**src/rtl/jedro_1_defines.sv**
```systemverilog
// Shared types and defaults for the jedro_1 prefetching instruction fetch unit.
// No logic: enum and parameter defaults only.
// Used by the IFU top and anything that needs its state encoding.
package jedro_1_defines;

    typedef enum logic {
        BOOT = 1'b0,
        RUN  = 1'b1
    } ifu_state_t;

    localparam int          IFU_FIFO_DEPTH = 4;
    localparam logic [31:0] BOOT_ADDR      = 32'h0000_0000;

endpackage

```
**src/rtl/jedro_1_sync_fifo.sv**
```systemverilog
// Synchronous FIFO with flush; pop-side data is the registered head entry.
// Latency: a push is visible at dout/empty the cycle after it is written.
// Backpressure: push is ignored when full unless a pop happens in the same cycle; flush beats push.
module jedro_1_sync_fifo #(
    parameter int WIDTH = 64,
    parameter int DEPTH = 4
) (
    input  logic                       clk_i,
    input  logic                       rstn_i,
    input  logic                       push,
    input  logic [WIDTH-1:0]           din,
    input  logic                       pop,
    input  logic                       flush,
    output logic [WIDTH-1:0]           dout,
    output logic                       full,
    output logic                       empty,
    output logic [$clog2(DEPTH+1)-1:0] count
);
    import jedro_1_defines::*;

    localparam int AW = (DEPTH > 1) ? $clog2(DEPTH) : 1;
    localparam int CW = $clog2(DEPTH + 1);

    logic [WIDTH-1:0] mem [DEPTH];
    logic [AW-1:0]    wr_ptr;
    logic [AW-1:0]    rd_ptr;
    logic             do_push;
    logic             do_pop;

    assign full    = (count == CW'(DEPTH));
    assign empty   = (count == '0);
    assign dout    = mem[rd_ptr];
    assign do_pop  = pop && !empty;
    assign do_push = push && (!full || do_pop);

    // Storage, pointers and occupancy; a full FIFO may still accept a push alongside a pop.
    always_ff @(posedge clk_i or negedge rstn_i) begin
        if (!rstn_i) begin
            for (int i = 0; i < DEPTH; i++) begin
                mem[i] <= '0;
            end
            wr_ptr <= '0;
            rd_ptr <= '0;
            count  <= '0;
        end else if (flush) begin
            wr_ptr <= '0;
            rd_ptr <= '0;
            count  <= '0;
        end else begin
            if (do_push) begin
                mem[wr_ptr] <= din;
                wr_ptr      <= wr_ptr + AW'(1);
            end
            if (do_pop) begin
                rd_ptr <= rd_ptr + AW'(1);
            end
            case ({do_push, do_pop})
                2'b10:   count <= count + CW'(1);
                2'b01:   count <= count - CW'(1);
                default: count <= count;
            endcase
        end
    end

endmodule

```
**src/rtl/jedro_1_prefetch_ifu.sv**
```systemverilog
// Prefetching instruction fetch unit: streams sequential words from instruction RAM into a small FIFO.
// Latency: RAM latency + 1 cycle from response to instr_valid_o (no bypass); first request one cycle after reset.
// Backpressure: requests are credit-limited so FIFO entries plus in-flight reads never exceed FIFO_DEPTH.
module jedro_1_prefetch_ifu #(
    parameter int                    DATA_WIDTH = 32,
    parameter int                    ADDR_WIDTH = 32,
    parameter int                    FIFO_DEPTH = jedro_1_defines::IFU_FIFO_DEPTH,
    parameter logic [ADDR_WIDTH-1:0] BOOT_ADDR  = ADDR_WIDTH'(jedro_1_defines::BOOT_ADDR)
) (
    input  logic                  clk_i,
    input  logic                  rstn_i,
    output logic                  ram_req_o,
    output logic [ADDR_WIDTH-1:0] ram_addr_o,
    input  logic [DATA_WIDTH-1:0] ram_rdata_i,
    input  logic                  ram_rvalid_i,
    output logic [DATA_WIDTH-1:0] instr_o,
    output logic [ADDR_WIDTH-1:0] instr_pc_o,
    output logic                  instr_valid_o,
    input  logic                  instr_ready_i,
    input  logic                  jmp_i,
    input  logic [ADDR_WIDTH-1:0] jmp_addr_i,
    output logic                  jmp_misaligned_o
);
    import jedro_1_defines::*;

    localparam int CW = $clog2(FIFO_DEPTH + 1);
    localparam int FW = DATA_WIDTH + ADDR_WIDTH;

    ifu_state_t            state;
    logic [ADDR_WIDTH-1:0] fetch_pc;
    logic [ADDR_WIDTH-1:0] resp_pc;
    logic [CW-1:0]         outstanding;
    logic [CW-1:0]         drop_cnt;
    logic [CW-1:0]         fifo_count;
    logic [CW:0]           in_use;
    logic                  fifo_full;
    logic                  fifo_empty;
    logic [FW-1:0]         fifo_dout;
    logic                  jmp_take;
    logic                  jmp_bad;
    logic                  credit_ok;
    logic                  resp_accept;
    logic                  pop;

    // A misaligned redirect is reported and otherwise treated as if jmp_i were low.
    assign jmp_bad   = jmp_i && (jmp_addr_i[1:0] != 2'b00);
    assign jmp_take  = jmp_i && (jmp_addr_i[1:0] == 2'b00);

    // Entries held plus reads in flight (stale ones included) must stay below the FIFO size.
    assign in_use    = {1'b0, fifo_count} + {1'b0, outstanding};
    assign credit_ok = (in_use < (CW+1)'(FIFO_DEPTH));

    assign ram_req_o  = (state == RUN) && !jmp_take && credit_ok;
    assign ram_addr_o = fetch_pc;

    assign pop         = instr_valid_o && instr_ready_i;
    assign resp_accept = ram_rvalid_i && (drop_cnt == '0) && !jmp_take && (!fifo_full || pop);

    assign instr_valid_o = !fifo_empty;
    assign instr_o       = fifo_dout[FW-1:ADDR_WIDTH];
    assign instr_pc_o    = fifo_dout[ADDR_WIDTH-1:0];

    // Boot/run sequencing, fetch and response PC tracking, misalignment pulse.
    always_ff @(posedge clk_i or negedge rstn_i) begin
        if (!rstn_i) begin
            state            <= BOOT;
            fetch_pc         <= BOOT_ADDR;
            resp_pc          <= BOOT_ADDR;
            jmp_misaligned_o <= 1'b0;
        end else begin
            case (state)
                BOOT:    state <= RUN;
                default: state <= RUN;
            endcase
            jmp_misaligned_o <= jmp_bad;
            if (jmp_take) begin
                fetch_pc <= jmp_addr_i;
            end else if (ram_req_o) begin
                fetch_pc <= fetch_pc + ADDR_WIDTH'(4);
            end
            // Responses return in order, so the next kept response is always resp_pc.
            if (jmp_take) begin
                resp_pc <= jmp_addr_i;
            end else if (resp_accept) begin
                resp_pc <= resp_pc + ADDR_WIDTH'(4);
            end
        end
    end

    // In-flight read count and the number of stale responses still to be discarded.
    always_ff @(posedge clk_i or negedge rstn_i) begin
        if (!rstn_i) begin
            outstanding <= '0;
            drop_cnt    <= '0;
        end else begin
            case ({ram_req_o, ram_rvalid_i})
                2'b10:   outstanding <= outstanding + CW'(1);
                2'b01:   outstanding <= outstanding - CW'(1);
                default: outstanding <= outstanding;
            endcase
            if (jmp_take) begin
                drop_cnt <= ram_rvalid_i ? (outstanding - CW'(1)) : outstanding;
            end else if (ram_rvalid_i && (drop_cnt != '0)) begin
                drop_cnt <= drop_cnt - CW'(1);
            end
        end
    end

    jedro_1_sync_fifo #(
        .WIDTH (FW),
        .DEPTH (FIFO_DEPTH)
    ) u_fifo (
        .clk_i  (clk_i),
        .rstn_i (rstn_i),
        .push   (resp_accept),
        .din    ({ram_rdata_i, resp_pc}),
        .pop    (pop),
        .flush  (jmp_take),
        .dout   (fifo_dout),
        .full   (fifo_full),
        .empty  (fifo_empty),
        .count  (fifo_count)
    );

endmodule
```
**config.mk**
```make
export PLATFORM = sky130hd
export DESIGN_NAME = jedro_1_prefetch_ifu
export DESIGN_NICKNAME = d
export VERILOG_FILES = /design/src/rtl/jedro_1_defines.sv /design/src/rtl/jedro_1_sync_fifo.sv /design/src/rtl/jedro_1_prefetch_ifu.sv
export SDC_FILE = /design/constraint.sdc
export NUM_CORES = 1
export LEC_CHECK = 0
export CAP_MARGIN = 20
export CORE_AREA = 2 2 151 264
export CTS_BUF_LIST = sky130_fd_sc_hd__clkbuf_16
export CTS_CLUSTER_DIAMETER = 80
export CTS_CLUSTER_SIZE = 24
export DETAILED_ROUTE_END_ITERATION = 10
export DIE_AREA = 0 0 153 266
export PLACE_DENSITY = 0.6
export SLEW_MARGIN = 20
export SYNTH_ARGS = -nofsm -noshare
export SYNTH_HDL_FRONTEND = slang
export SYNTH_SLANG_ARGS = --single-unit
```
**constraint.sdc**
```tcl
create_clock -name clk_i -period 2.9 [get_ports clk_i]
set_input_delay 0.29 -clock clk_i [delete_from_list [all_inputs] [get_ports clk_i]]
set_output_delay 0.29 -clock clk_i [all_outputs]
set_load 0.02 [all_outputs]
```
==> run metrics <==
switching share of total power=33.9%; maximum root-to-sink buffer count=3; initial antenna violation count=0; slowest CP cell=mux4_2; Logic pwr share=41.0%; Syn Nets=1,169; Pwr per Cell Area=917 mW/mm2; GP Congestion=0.848; root buf cell=clkbuf_16; largest family of logic cells by synthesized area=multiplexers; CP startpoint kind=register; leak pwr=0.00812 uW; Adder-Cell Fraction of Synth Area=1.20%; ys async rst share=100%; die span in x=153 um; critical path fanouts, max=38; max_slew headroom=42.0%; Arrival @ worst endpoint=2.50 ns; Worst Setup End Kind=output pin; Avg Inst Size Synth=14.0 um2; status=complete, no violations; Max stage delay on crit path=0.62 ns; RSZ-0062 raised after global routing=no; largest net degree at the start of global routing=108; vias in the first global route=10,167; commonest non-fill, non-tap cell in the layout=dfrtp_1; cell taking the most area after synthesis=dfrtp_1; Clk pwr share=16.4%; DIE HEIGHT=266 um; ANT cells=0; final instance area=0.0183 mm2; Pre-antenna DRT Iters=5; top_reg_cell synth=dfrtp_1; Routed wire per std cell=20.8 um; vias=9,411; grt total ovfl=0; Gate Count Post-Synth=1,086; Clock Latency Late Sink=0.53 ns; Die Area=0.0407 mm2; sequential power share=42.6%; final antenna-violating net count=0; synth top area cells=dfrtp_1, mux2_2, mux4_2, xor2_1, a21oi_1; Hold Violations, Final=0; critical path type=register to output pin; DR vias/cell=5.44; internal cell power=11,100 uW; Synth cell types=45; layout cells sized above 1=30.3%; Least-Margin Pin Slew=0.866 ns; maximum clock rate=358 MHz; clock sink count=333; Hold WC Path Type=input port to async pin; Clk pin slew, worst setup/hold paths=0.10 ns; Area growth syn-to-layout=20.0%; setup TNS=0 ns; Mapped Area=0.0152 mm2; cts bufs inserted=18; CTS tree=yes; num ports=168; final wirelength=36,100 um; post-synthesis mux area share=28.8%; top cell type's share of synthesized area=54.7%; Net count, final=1,321; maximum vdd ir drop=0.451 mV; number of synthesized register bits=333; critical path startpoint=u_fifo.rd_ptr[0]; placed wire-length estimate=24,100 um; DRT iter0 DRCs=473; Global Route Usage Sum=17.8%; max cap viols=0; switching pwr=5690 uW; Slew Limit Fails=0; Final Cycle Share=96.3%; Port-buffer cells=167; XOR/XNOR share of the synthesized area=3.27%; CP cell instances=buf_16, mux4_2, clkdlybuf4s50_1; Final setup viols=0; H-tree depth=1; yosys warns=0; Starting Density=39.3%; launching point of the worst reg2reg path=drop_cnt[0]; Core Area=0.0388 mm2; placed inst area=0.0177 mm2; Post-synth EDFFs=0; Worst Path Required=2.61 ns; Post-route DRC=0; Final Skew=0.0219 ns; # rows=96; post-synthesis compound-gate area fraction=2.83%; first-pass GRT wire length=57,600 um; most frequent cells in the layout=dfrtp_1, mux2_2, clkdlybuf4s50_1; post-synthesis simple-gate area fraction=6.98%; clock period minus worst slack=2.79 ns; part of the Yosys area used for sequential elements=54.7%
[synth_stat cells (all sizes together) (2+ instances only)]
cell type / n
nand4: 27
or4: 2
inv: 9
clkbuf: 35
nor2: 46
xnor2: 20
nand2: 39
nor3: 11
o31ai: 3
nor4: 9
ha: 13
xor2: 37
o211ai: 3
o21ai: 9
dfrtp: 333
mux2i: 5
a21oi: 51
mux2: 257
a31oi: 10
and3: 11
or3: 5
mux4: 64
nand3: 26
nor4b: 3
and4: 2
buf: 36
nand3b: 2
and2: 3
nand2b: 5
[power by group through the flow]
| stage | Sequential (uW) | Combinational [uW] | Clock (uW) |
|---|---|---|---|
| 5_1_grt | 7350 | 7420 | 3040 |
| 6_report | 7140 | 6880 | 2750 |
| 3_5_place_dp | 7280 | 6930 | 0 |
| 4_1_cts | 7180 | 6960 | 2880 |
| 3_3_place_gp | 7200 | 6820 | 0 |
| 2_1_floorplan | 6870 | 4430 | 0 |
[per-layer routing]
metal | wire (um) | global-route usage (%)
met1 | 14500 | 21.6
met2 | 19500 | 32.9
met3 | 1100 | 1.79
met4 | 981 | 5.83
met5 | 0 | 0
[kinds of logic (layout without fill, tap and decap cells)]
family                     after synthesis  count (layout)
AOI/OAI and AO/OA                       79              79
and+or+nand+nor                        196             196
buffers and inverters                   80             235
muxes                                  326             326
other                                    1               1
xor gates and xnor gates                57              57
adders and majority gates               14              14
DFF                                    333             333
[state kept, by name (all words and copies together) (netlist names)]
register          flops
state                 1
jmp_misaligned_o      1
u_fifo.mem          256
u_fifo.rd_ptr         2
outstanding           3
u_fifo.count          3
resp_pc              31
drop_cnt              3
ram_addr_o           31
u_fifo.wr_ptr         2
[path summary, 6_finish.rpt]
path | to | depth (start not counted) | slack, ns
setup / recovery | instr_pc_o[5] | 3 | 0.11
hold / removal | u_fifo.mem[89] | 2 | 0.25
setup reg to reg | u_fifo.mem[6] | 7 | 0.24
hold reg to reg | u_fifo.mem[134] | 1 | 0.49
max in group asynchronous | u_fifo.mem[125] | 3 | 1.75
min in group clk_i | jmp_misaligned_o | 2 | 0.34
[metrics by stage]
step / cells / power (uW) / worst slack, ns / hold slack [ns] / utilization (%)
after floorplan: 1086 / 11300 / 0.516 / -0.00559 / -
after global routing: 1731 / 17800 / 0.00783 / 0.257 / 47.2
after global placement: 1706 / 14000 / 0.100 / 0.209 / 45.7
after detailed placement: 1706 / 14200 / 0.0733 / 0.204 / 45.7
final: 1731 / 16800 / 0.107 / 0.250 / 47.2
after CTS: 1730 / 17000 / 0.00790 / 0.237 / 47.1
[critical path, delay by kind of cell, from the launching register on]
| family | cells | cell delay, ns |
|---|---|---|
| buf+inv | 2 | 0.86 |
| flops | 1 | 0.47 |
| mux | 1 | 0.62 |
[timing repair]
item                       CTS  global route
setup endpoints to repair    1             3
pin swaps                    0             1
hold endpoints to repair    37             0
resized for setup            1             3
hold buffers                 1             0
setup buffers                0             1
[cell type report]
cell class	count	area (um2)
Inverter	9	33.8
Tap cell	490	613
Multi-Input combinational cell	673	6610
Clock inverter	4	36.3
Sequential cell	333	8340
Timing Repair Buffer	203	2190
Fill cell	3457	20500
Clock buffer	19	475
Note: power is estimated with default switching activity, not from simulation.
